$ cat src/rtl/mul_pkg.sv
// mul_pkg: shared state type and sizes for the sequential shift-add multiplier
package mul_pkg;
  localparam int DEF_WIDTH = 32;
  localparam int CNT_W = $clog2(DEF_WIDTH);
  typedef enum logic [1:0] {IDLE, RUN, FIX, DONE} state_t;
endpackage

$ cat src/rtl/mul_step.sv
// mul_step: one radix-2 add/shift iteration of the unsigned accumulator
module mul_step
  import mul_pkg::*;
#(
  parameter int WIDTH = DEF_WIDTH
) (
  input  logic [2*WIDTH-1:0] acc,
  input  logic [WIDTH-1:0]   mcand,
  input  logic               mplier_lsb,
  output logic [2*WIDTH-1:0] acc_nx
);
  logic [WIDTH:0] sum;
  // add into the upper half keeping the carry, then shift the whole {carry, acc} right by one
  always_comb begin
    sum = {1'b0, acc[2*WIDTH-1:WIDTH]} + (mplier_lsb ? {1'b0, mcand} : '0);
    acc_nx = (2*WIDTH)'({sum, acc[WIDTH-1:0]} >> 1);
  end
endmodule

$ cat src/rtl/mul_seq_ctrl.sv
// mul_seq_ctrl: sequencer for a multi-cycle shift-add multiplier producing unsigned and signed products
module mul_seq_ctrl
  import mul_pkg::*;
#(
  parameter int WIDTH = DEF_WIDTH
) (
  input  logic               clk,
  input  logic               rst,
  input  logic               start,
  input  logic [WIDTH-1:0]   A,
  input  logic [WIDTH-1:0]   B,
  output logic               ready,
  output logic               busy,
  output logic               done,
  output logic [2*WIDTH-1:0] Z,
  output logic [2*WIDTH-1:0] Y
);
  state_t state, state_nx;
  logic [WIDTH-1:0] a_r, b_r, m_r;
  logic [2*WIDTH-1:0] acc, acc_nx, y_fix;
  logic [CNT_W-1:0] cnt;
  logic accept;
  mul_step #(.WIDTH(WIDTH)) u_step (
    .acc(acc),
    .mcand(a_r),
    .mplier_lsb(m_r[0]),
    .acc_nx(acc_nx)
  );
  assign accept = ready && start;
  // signed product from the unsigned one: subtract each operand shifted up when the other is negative
  assign y_fix = acc - (a_r[WIDTH-1] ? {b_r, {WIDTH{1'b0}}} : '0)
                     - (b_r[WIDTH-1] ? {a_r, {WIDTH{1'b0}}} : '0);
  // state register
  always_ff @(posedge clk) state <= rst ? IDLE : state_nx;
  // next state and status outputs
  always_comb begin
    state_nx = state;
    ready = state == IDLE;
    busy = state == RUN || state == FIX;
    done = state == DONE;
    case (state)
      IDLE: state_nx = start ? RUN : IDLE;
      RUN: state_nx = cnt == CNT_W'(WIDTH - 1) ? FIX : RUN;
      FIX: state_nx = DONE;
      default: state_nx = IDLE;
    endcase
  end
  // operand capture, iteration and result registers
  always_ff @(posedge clk) begin
    if (rst) begin
      a_r <= '0;
      b_r <= '0;
      m_r <= '0;
      acc <= '0;
      cnt <= '0;
      Z <= '0;
      Y <= '0;
    end else if (accept) begin
      a_r <= A;
      b_r <= B;
      m_r <= B;
      acc <= '0;
      cnt <= '0;
    end else if (state == RUN) begin
      acc <= acc_nx;
      m_r <= m_r >> 1;
      cnt <= cnt + 1'b1;
    end else if (state == FIX) begin
      Z <= acc;
      Y <= y_fix;
    end
  end
endmodule

$ cat config.mk
export PLATFORM = sky130hd
export DESIGN_NAME = mul_seq_ctrl
export DESIGN_NICKNAME = d
export VERILOG_FILES = /design/src/rtl/mul_pkg.sv /design/src/rtl/mul_step.sv /design/src/rtl/mul_seq_ctrl.sv
export SDC_FILE = /design/constraint.sdc
export NUM_CORES = 1
export LEC_CHECK = 0
export BUFFER_PORTS_ARGS = -buffer_cell sky130_fd_sc_hd__buf_2
export CELL_PAD_IN_SITES_DETAIL_PLACEMENT = 1
export CELL_PAD_IN_SITES_GLOBAL_PLACEMENT = 1
export CORE_MARGIN = 4
export CORE_UTILIZATION = 47
export CTS_CLUSTER_SIZE = 28
export DETAILED_ROUTE_END_ITERATION = 7
export PLACE_DENSITY_LB_ADDON = 0.1
export SYNTH_ARGS = -nofsm -noshare
export SYNTH_HDL_FRONTEND = slang
export SYNTH_HIERARCHICAL = 1
export SYNTH_SLANG_ARGS = --single-unit
$ cat constraint.sdc
create_clock -name clk -period 7.1 [get_ports clk]
set_clock_uncertainty 0.05 [all_clocks]
set_input_delay 0 -clock clk [delete_from_list [all_inputs] [get_ports clk]]
set_output_delay 0 -clock clk [all_outputs]
set_load 0.02 [all_outputs]
==> metrics.cfg, run 1 <==
[worst_hold_path]
hp-class = in -> reg
holdPathEnd = a_r[11]
hp-start = A[11]
hold_depth = 4

[timing]
setup_tns_ps = 0
slew_headroom_pct = 25.6
hold_viol_final = 0
period_minus_slack_ps = 3920
tightestPinTransition_ps = 1110
timing.final.crit_share_pct = 55.2
fin_hold_ws_ps = 155
rsz0062_at_grt = no
slew_viol_final = 0
fmax_mhz = 255
setup_viol = 0

[grt]
antenna_found_initial = 3
grt_max_degree = 96
grt_pass1_vias = 14600
gr-total-overflow = 0
grt_pass1_wl_mm = 78.8
grt_usage_pct = 26.6

[route]
firstDrtPassIters = 5
wirelength_mm = 49.0
drt_iter0_drc = 626
route.detailed.drc = 0
vias_per_cell = 5.44
avgRoutedWirePerCell_um = 19.0
num_vias = 14000
antenna_left = 0

[floorplan]
pin_count = 198
core-area_um2 = 32600
dieArea_um2 = 36200
fp.dieW_um = 190
die_h_um = 190
rows = 66
start_util_pct = 47.9

[placement]
port_buffers = 197
place_hpwl_mm = 34.0
finalWeightedCongestion = 0.895

[clock_network]
clkTransAtPathRegs_ps = 60
insertion_delay_ps = 590
root_buffer = clkbuf_16
cts_setup_buffers = 0
tritoncts = yes
cts_sinks = 293
hold_buffers = 80
post_cts_resized = 0
htreeDepth = 1
cts_buffer_depth = 3
cts_buffers = 31

[synth]
ys_types = 73
yosys_most_used_dff = dfxtp_1
synth.ff_latch_count = 293
syn-instance-count = 1940
syn_avg_cell_area_um2 = 8.05
yosysWarnings = 6
netlist_area_um2 = 15600
ys_seq_area_share_pct = 37.6
ys_top_cells_by_area = dfxtp_1 38%, nand2_1 9.7%, a21oi_1 8.4%, ha_1 5.6%, mux2i_1 4.3%
syn_nets = 2109
synth-edff-count = 0
yosys.area.top_type = dfxtp_1
synth_top_area_share_pct = 37.6
synthArstFlopShare_pct = 0

[setup_path]
r2r_slack_ps = 3180
worstReg2RegStart = b_r[31]
crit_chain = and2_1 > fa_1 > inv_1 > ha_1 > a21oi_1 > o21ai_1 > o2bb2ai_1 > a211o_1 > o21ba_1 > or3_1 > a32o_1
cp.arrival_ps = 4350
cp_max_fo = 32
endpoint_kind = register
cpPeakStageDelay_ps = 1060
critical_path_class = reg -> reg
reg2reg_depth = 11
worstPathRequired_ps = 7520
start_kind = register
r2r_end = Y[63]
worst_path_max_delay_cell = dfxtp_1

[power]
power_density_nw_per_um2 = 209
ir_worst_vdd_uv = 189
power.leakage_nw = 8.03

[cells_and_area]
drive_gt1_share_pct = 14.4
mostFrequentLayoutCell = nand2_1
final_cell_mix = 401 x nand2_1, 293 x dfxtp_1, 263 x a21oi_1
synthToLayoutAreaGrowth_pct = 17.6
fin_nets = 2278

[run]
drv_cap = 0

[run_status]
status = finished clean

worst max path at each step:
stage,endpoint,start,slack [ps]
final,Y[63],b_r[31],3180
after global routing,Y[59],b_r[31],2920
after CTS,Y[63],b_r[31],3190
after detailed placement,Y[63],b_r[31],3200
after global placement,Y[63],b_r[31],3270
after floorplan,Y[63],a_r[31],3940
worst max-delay path: cells and delay by family (launching register included):
| kind | cells | cell delay (ps) |
|---|---|---|
| adder cells (fa/ha/maj) | 2 | 700 |
| buffers and inverters | 1 | 70 |
| AO/OA/AOI/OAI | 6 | 1340 |
| AND/OR/NAND/NOR | 2 | 600 |
| flip-flops | 1 | 1060 |
cells in the mapped netlist, drive strengths merged (13+ instances only):
library cell  number
and2             100
inv              105
a31oi             13
mux2i             67
o211ai            18
dfxtp            293
a21oi            267
buf               55
xor2              20
nor2             107
mux2              32
xnor2             25
fa                32
nand2            404
clkbuf            95
nand3             33
ha                70
nor3              18
o21ai             41
nand4             18
a21o              22
stage by stage:
stage               instance area (um^2)  total power [mW]  worst slack, ps  instances  utilization (%)
detailed placement                 16600              2.25             3200       2438             50.8
global placement                   16600              2.24             3270       2438             50.8
finish                             18400              3.84             3180       2574             56.3
global route                       18400              4.01             2920       2574             56.3
CTS                                18400              3.87             3190       2572             56.3
floorplan                          15600              2.10             3940       1940                -
cell families after synthesis:
group,share of synthesized area (%)
adders and majority gates,9.71
muxes,6.60
and+or+nand+nor,20.9
AOI/OAI and AO/OA,15.7
DFF,37.6
xor gates and xnor gates,2.52
buffers and inverters,6.99
layer usage:
layer	global-route usage (%)	part of all wire, %	up-vias
met5	0	0	-
met4	9.64	4.0	0
met3	3.26	3.7	87
met2	47.4	49	282
met1	33.3	43	6841
li1	-	-	6802
area by class of cell:
class	instances	area (um^2)
Multi-Input combinational cell	1392	8690
Fill cell	3984	14300
Antenna cell	2	5.00
Timing Repair Buffer	286	1860
Tap cell	442	553
Inverter	105	394
Clock inverter	4	41.3
Sequential cell	293	5870
Clock buffer	50	947
registers in the layout, summed over array words and instances, names as in the netlist:
signal and count:
m_r 32, state 2, Z 64, Y 62, acc 64, a_r 32
cnt 5, b_r 32
where the power goes:
part | total, mW | internal (mW) | switching (mW)
registers | 1.72 | 1.68 | 0.0364
logic | 0.539 | 0.219 | 0.320
clock network | 1.58 | 0.908 | 0.676
total | 3.84 | 2.81 | 1.03
No activity file was read; power rests on OpenSTA's default activity.
==> inputs of run 2 (changes only) <==
--- a/config.mk
+++ b/config.mk
@@ -9,7 +9,7 @@
 export CELL_PAD_IN_SITES_DETAIL_PLACEMENT = 1
 export CELL_PAD_IN_SITES_GLOBAL_PLACEMENT = 1
 export CORE_MARGIN = 4
-export CORE_UTILIZATION = 47
+export CORE_UTILIZATION = 39
 export CTS_CLUSTER_SIZE = 28
 export DETAILED_ROUTE_END_ITERATION = 7
 export PLACE_DENSITY_LB_ADDON = 0.1
==> constraint.sdc (replaced) <==
create_clock -name clk -period 3.3 [get_ports clk]
set_clock_uncertainty 0.05 [all_clocks]
set_input_delay 0 -clock clk [delete_from_list [all_inputs] [get_ports clk]]
set_output_delay 0 -clock clk [all_outputs]
set_load 0.02 [all_outputs]
==> run 2 against run 1 <==
Worst setup slack got worse by 3100 ps. Core utilization fell by 7.4 points. Wire length up 1.1%. Global-route usage shrank 4.5 points. Fmax rose by 20%. Final area rose by 5.5%. Critical path depth is 1 higher. Sequential cell count unchanged. First-iteration DRC count down 7.3%. Register-to-register slack got worse by 3100 ps. Clock-buffer cell count down 1. Final cell count increased by 5.7%.
==> metrics.cfg, run 2 (same netlist as run 1, synthesis figures left out) <==
[setup_path]
start_kind = register
cp.arrival_ps = 3660  ; -690 ps
cpPeakStageDelay_ps = 520  ; -540 ps
cp.buffers_inverters = 2  ; +1
worstPathRequired_ps = 3700  ; -3820 ps
endpoint_kind = register
cp_top_family = compound AO/OA/AOI/OAI gates
crit_chain = buf_6 > and2_4 > fa_1 > inv_2 > ha_4 > or3_4 > o221a_4 > a21oi_4 > nor4_4 > o21ba_2 > or3_1 > a32o_1
critical_path_class = reg -> reg
worst_path_max_delay_cell = fa_1
cp_max_fo = 5  ; -84%

[clock_network]
cts_buffers = 34  ; +9.7%
insertion_delay_ps = 560  ; -30 ps
cts_sinks = 293  ; unchanged
tritoncts = yes
htreeDepth = 2  ; +1
clkTransAtPathRegs_ps = 60  ; about the same
root_buffer = clkbuf_16
cts_buffer_depth = 3  ; unchanged

[floorplan]
fp.dieW_um = 208  ; +9.4%
start_util_pct = 39.4  ; -8.5 points
rows = 73  ; +11%
die_h_um = 208  ; +9.4%
pin_count = 198  ; unchanged
dieArea_um2 = 43300  ; +20%
core-area_um2 = 39600  ; +22%

[timing]
slew_viol_final = 0  ; unchanged
hold_viol_final = 0  ; unchanged
tightestPinTransition_ps = 1100  ; -17.3 ps
fmax_mhz = 307  ; +20%
slew_headroom_pct = 26.9  ; +1.3 points
setup_tns_ps = 0  ; unchanged
period_minus_slack_ps = 3260  ; -663 ps
timing.final.crit_share_pct = 98.8  ; +44 points
setup_viol = 0  ; unchanged
rsz0062_at_grt = yes

[route]
wirelength_mm = 49.5  ; +1.1%
antenna_left = 0  ; unchanged
vias_per_cell = 5.15  ; -5.5%
route.detailed.drc = 0  ; unchanged
avgRoutedWirePerCell_um = 18.2  ; -4.3%
num_vias = 14000  ; -0.071%
drt_iter0_drc = 580  ; -7.3%
firstDrtPassIters = 5  ; unchanged

[grt]
busiest_layer = met2
grt_max_degree = 107  ; +11%
grt_usage_pct = 22.1  ; -4.5 points
gr-total-overflow = 0  ; unchanged
grt_use_met3_pct = 3.66  ; +0.41 points
antenna_found_initial = 0  ; -3
global_route.usage.met2_pct = 37.9  ; -9.5 points
grt_pass1_vias = 14300  ; -2.0%
grtUsageMet1_pct = 28.8  ; -4.5 points
grt_pass1_wl_mm = 78.9  ; about the same

[cells_and_area]
stdcell_count = 2721  ; +5.7%
final_area_um2 = 19400  ; +5.5%
drive_gt1_share_pct = 18.8  ; +4.4 points
synthToLayoutAreaGrowth_pct = 24.0
fin_nets = 2340  ; +2.7%
final_cell_mix = 400 x nand2_1, 291 x dfxtp_1, 256 x a21oi_1
n_antenna_cell = 0  ; -2
mostFrequentLayoutCell = nand2_1
fin_util_pct = 48.8  ; -7.4 points
reg.largest.list = Z (64), acc (64), Y (62)

[placement]
port_buffers = 197  ; unchanged
finalWeightedCongestion = 0.859  ; -4.0%
dp_cells = 2573  ; +5.5%
place_hpwl_mm = 36.0  ; +5.7%
placed_cell_area_um2 = 17100  ; +3.4%

[power]
ir_worst_vdd_uv = 269  ; +43%
p_total_mw = 8.98  ; +130%
power.leakage_nw = 8.44  ; +5.1%
power_density_nw_per_um2 = 464  ; +120%

[run]
drv_cap = 0  ; unchanged

[run_status]
status = finished clean

[worst_hold_path]
hp-class = in -> reg

## run 2: routing by layer
layer	vias to the layer above	wire length, um
met3	72	1620
met4	0	1490
met2	223	23900
met5	-	0
li1	6948	-
met1	6759	22500
## run 2: area by class of cell
cell class                      count  area [um^2]
Sequential cell                   293         5870
Timing Repair Buffer              345         2380
Fill cell                        4847        20300
Multi-Input combinational cell   1392         8900
Clock inverter                     12          164
Tap cell                          525          657
Inverter                          105          394
Clock buffer                       49          998
## run 2: repair_timing
item | in CTS | in global routing
pin swaps | 0 | 23
hold buffers | 76 | 0
gates cloned | 0 | 1
endpoints found under the hold margin | 113 | 0
resized for setup | 1 | 50
setup endpoints to repair | 2 | 21
setup buffers | 0 | 11
## run 2: worst min-delay path, delay by kind of cell
family | cells | cell delay, ps
simple gates | 1 | 50
compound gates | 1 | 50
buf+inv | 2 | 640
## run 2: stage by stage
stage / setup WS, ps / hold slack (ps)
final: 41.2 / 181
after global placement: 36.9 / 193
after CTS: 1.43 / 140
after floorplan: 139 / 86.0
after detailed placement: -39.2 / 198
after global routing: -89.4 / 191
## run 2: report_power, final
group          switching, mW  total (mW)  internal [mW]
sequential            0.0703        3.69           3.62
clock                   1.57        3.93           2.36
combinational          0.753        1.35          0.601
total                   2.40        8.98           6.58
## run 2: path summary, 6_finish.rpt
path	from	to	slack (ps)	depth (start not counted)
max	b_r[31]	Y[63]	40	12
min	A[29]	a_r[29]	180	4
max reg2reg	b_r[31]	Y[63]	40	12
min reg2reg	Y[28]	Y[28]	400	2
==> inputs of run 3 (changes only) <==
--- a/config.mk
+++ b/config.mk
@@ -6,6 +6,7 @@
 export NUM_CORES = 1
 export LEC_CHECK = 0
 export BUFFER_PORTS_ARGS = -buffer_cell sky130_fd_sc_hd__buf_2
+export CAP_MARGIN = 25
 export CELL_PAD_IN_SITES_DETAIL_PLACEMENT = 1
 export CELL_PAD_IN_SITES_GLOBAL_PLACEMENT = 1
 export CORE_MARGIN = 4
@@ -13,6 +14,7 @@
 export CTS_CLUSTER_SIZE = 28
 export DETAILED_ROUTE_END_ITERATION = 7
 export PLACE_DENSITY_LB_ADDON = 0.1
+export RECOVER_POWER = 50
 export SYNTH_ARGS = -nofsm -noshare
 export SYNTH_HDL_FRONTEND = slang
 export SYNTH_HIERARCHICAL = 1
==> run 3 against run 2 <==
Power about the same. Final area decreased by 0.68%. Largest power group unchanged. Die area did not move. Register-to-register slack is essentially flat. Clock-buffer cell count is the same. Global-route usage is the same.
==> metrics.cfg, run 3 (same netlist as run 1, synthesis figures left out) <==
[route]
firstDrtPassIters = 5  ; unchanged
drt_iter0_drc = 568  ; -2.1%
wirelength_mm = 49.7  ; +0.41%
vias_per_cell = 5.16  ; +0.26%
route.detailed.drc = 0  ; unchanged
num_vias = 14000  ; +0.34%
antenna_left = 0  ; unchanged
avgRoutedWirePerCell_um = 18.3  ; +0.34%

[timing]
fmax_mhz = 307  ; about the same
period_minus_slack_ps = 3260  ; +0.290 ps
hold_viol_final = 0  ; unchanged
setup_slack_ps = 40.9  ; -0.290 ps
timing.final.crit_share_pct = 98.8  ; about the same
rsz0062_at_grt = yes
tightestPinTransition_ps = 1440  ; +346 ps
slew_headroom_pct = 3.86  ; -23 points
setup_tns_ps = 0  ; unchanged
slew_viol_final = 0  ; unchanged
setup_viol = 0  ; unchanged

[clock_network]
clkTransAtPathRegs_ps = 60  ; about the same
cts_sinks = 293  ; unchanged
insertion_delay_ps = 560  ; about the same
cts_buffer_depth = 3  ; unchanged
tritoncts = yes
root_buffer = clkbuf_16
cts_buffers = 34  ; unchanged
htreeDepth = 2  ; unchanged

[grt]
gr-total-overflow = 0  ; unchanged
grt_pass1_wl_mm = 78.9  ; unchanged
grt_pass1_vias = 14300  ; unchanged
grt_usage_pct = 22.1  ; unchanged
grt_max_degree = 107  ; unchanged
antenna_found_initial = 0  ; unchanged

[floorplan]
die_h_um = 208  ; unchanged
core-area_um2 = 39600  ; unchanged
fp.dieW_um = 208  ; unchanged
start_util_pct = 39.4  ; unchanged
pin_count = 198  ; unchanged
dieArea_um2 = 43300  ; unchanged
rows = 73  ; unchanged

[setup_path]
cp.arrival_ps = 3660  ; about the same
worstPathRequired_ps = 3700  ; about the same
critical_path_class = reg -> reg
endpoint_kind = register
start_kind = register
cp_max_fo = 5  ; unchanged

[cells_and_area]
n_fill_cell = 4891  ; +0.91%
fin_util_pct = 48.5  ; -0.33 points
synthToLayoutAreaGrowth_pct = 23.2
n_antenna_cell = 0  ; unchanged
drive_gt1_share_pct = 12.8  ; -6.0 points
fin_nets = 2342  ; +0.085%
final_cell_mix = 402 x nand2_1, 291 x dfxtp_1, 256 x a21oi_1
final_area_um2 = 19200  ; -0.68%
reg.largest.list = Z (64), acc (64), Y (62)
mostFrequentLayoutCell = nand2_1

[run]
drv_cap = 0  ; unchanged

[placement]
finalWeightedCongestion = 0.859  ; unchanged
place_hpwl_mm = 36.0  ; unchanged
place_ws_ps = -39.2  ; unchanged
placed_cell_area_um2 = 17100  ; unchanged
port_buffers = 197  ; unchanged

[worst_hold_path]
hp-class = in -> reg

[power]
p_total_mw = 8.98  ; about the same
ir_worst_vdd_uv = 271  ; +0.75%
power.leakage_nw = 7.89  ; -6.6%
power_density_nw_per_um2 = 467  ; +0.73%

[run_status]
status = finished clean

[run 3: stage by stage]
step                      hold slack [ps]  instances
after floorplan                      86.0       1940
after global placement                193       2573
after detailed placement              198       2573
after CTS                             140       2710
after global routing                  191       2723
final                                 182       2723
[run 3: final timing paths]
path | start | end | slack, ps | depth (start not counted)
setup / recovery | b_r[31] | Y[63] | 40 | 12
hold / removal | A[29] | a_r[29] | 180 | 4
setup reg to reg | b_r[31] | Y[63] | 40 | 12
hold reg to reg | Y[28] | Y[28] | 400 | 2
[run 3: cell type report]
cell class	count	area [um^2]	area share [%]
Timing Repair Buffer	347	2250	11.7
Tap cell	525	657	3.42
Sequential cell	293	5870	30.5
Inverter	105	394	2.05
Clock inverter	12	164	0.852
Multi-Input combinational cell	1392	8890	46.2
Clock buffer	49	998	5.19
[run 3: where the power goes]
group	internal, mW	switching [mW]	total, mW
clock	2.36	1.57	3.93
sequential	3.62	0.0708	3.69
combinational	0.607	0.756	1.36
total	6.58	2.40	8.98
[run 3: per-layer routing]
layer / global-route usage (%) / part of all wire (%) / routed length (um)
met5: 0 / 0 / 0
met4: 6.84 / 3.0 / 1480
met3: 3.66 / 3.5 / 1750
met2: 37.9 / 48 / 24000
met1: 28.8 / 45 / 22500
[run 3: worst max-delay path, stage by stage, from the launching register on]
cell,delay [ps]
dfxtp_2,340
buf_6,130
and2_4,130
fa_1,520
inv_2,50
ha_4,160
or3_4,380
o221a_4,280
a21oi_4,200
nor4_4,80
o21ba_2,230
or3_1,370
a32o_1,250
[run 3: timing repair]
| item | 4_1_cts | 5_1_grt |
|---|---|---|
| hold buffers | 76 | 0 |
| cloned | 0 | 1 |
| hold endpoints to repair | 113 | 0 |
| buffers inserted | 0 | 11 |
| setup endpoints to repair | 2 | 21 |
| pin swaps | 0 | 23 |
| resized for setup | 1 | 50 |
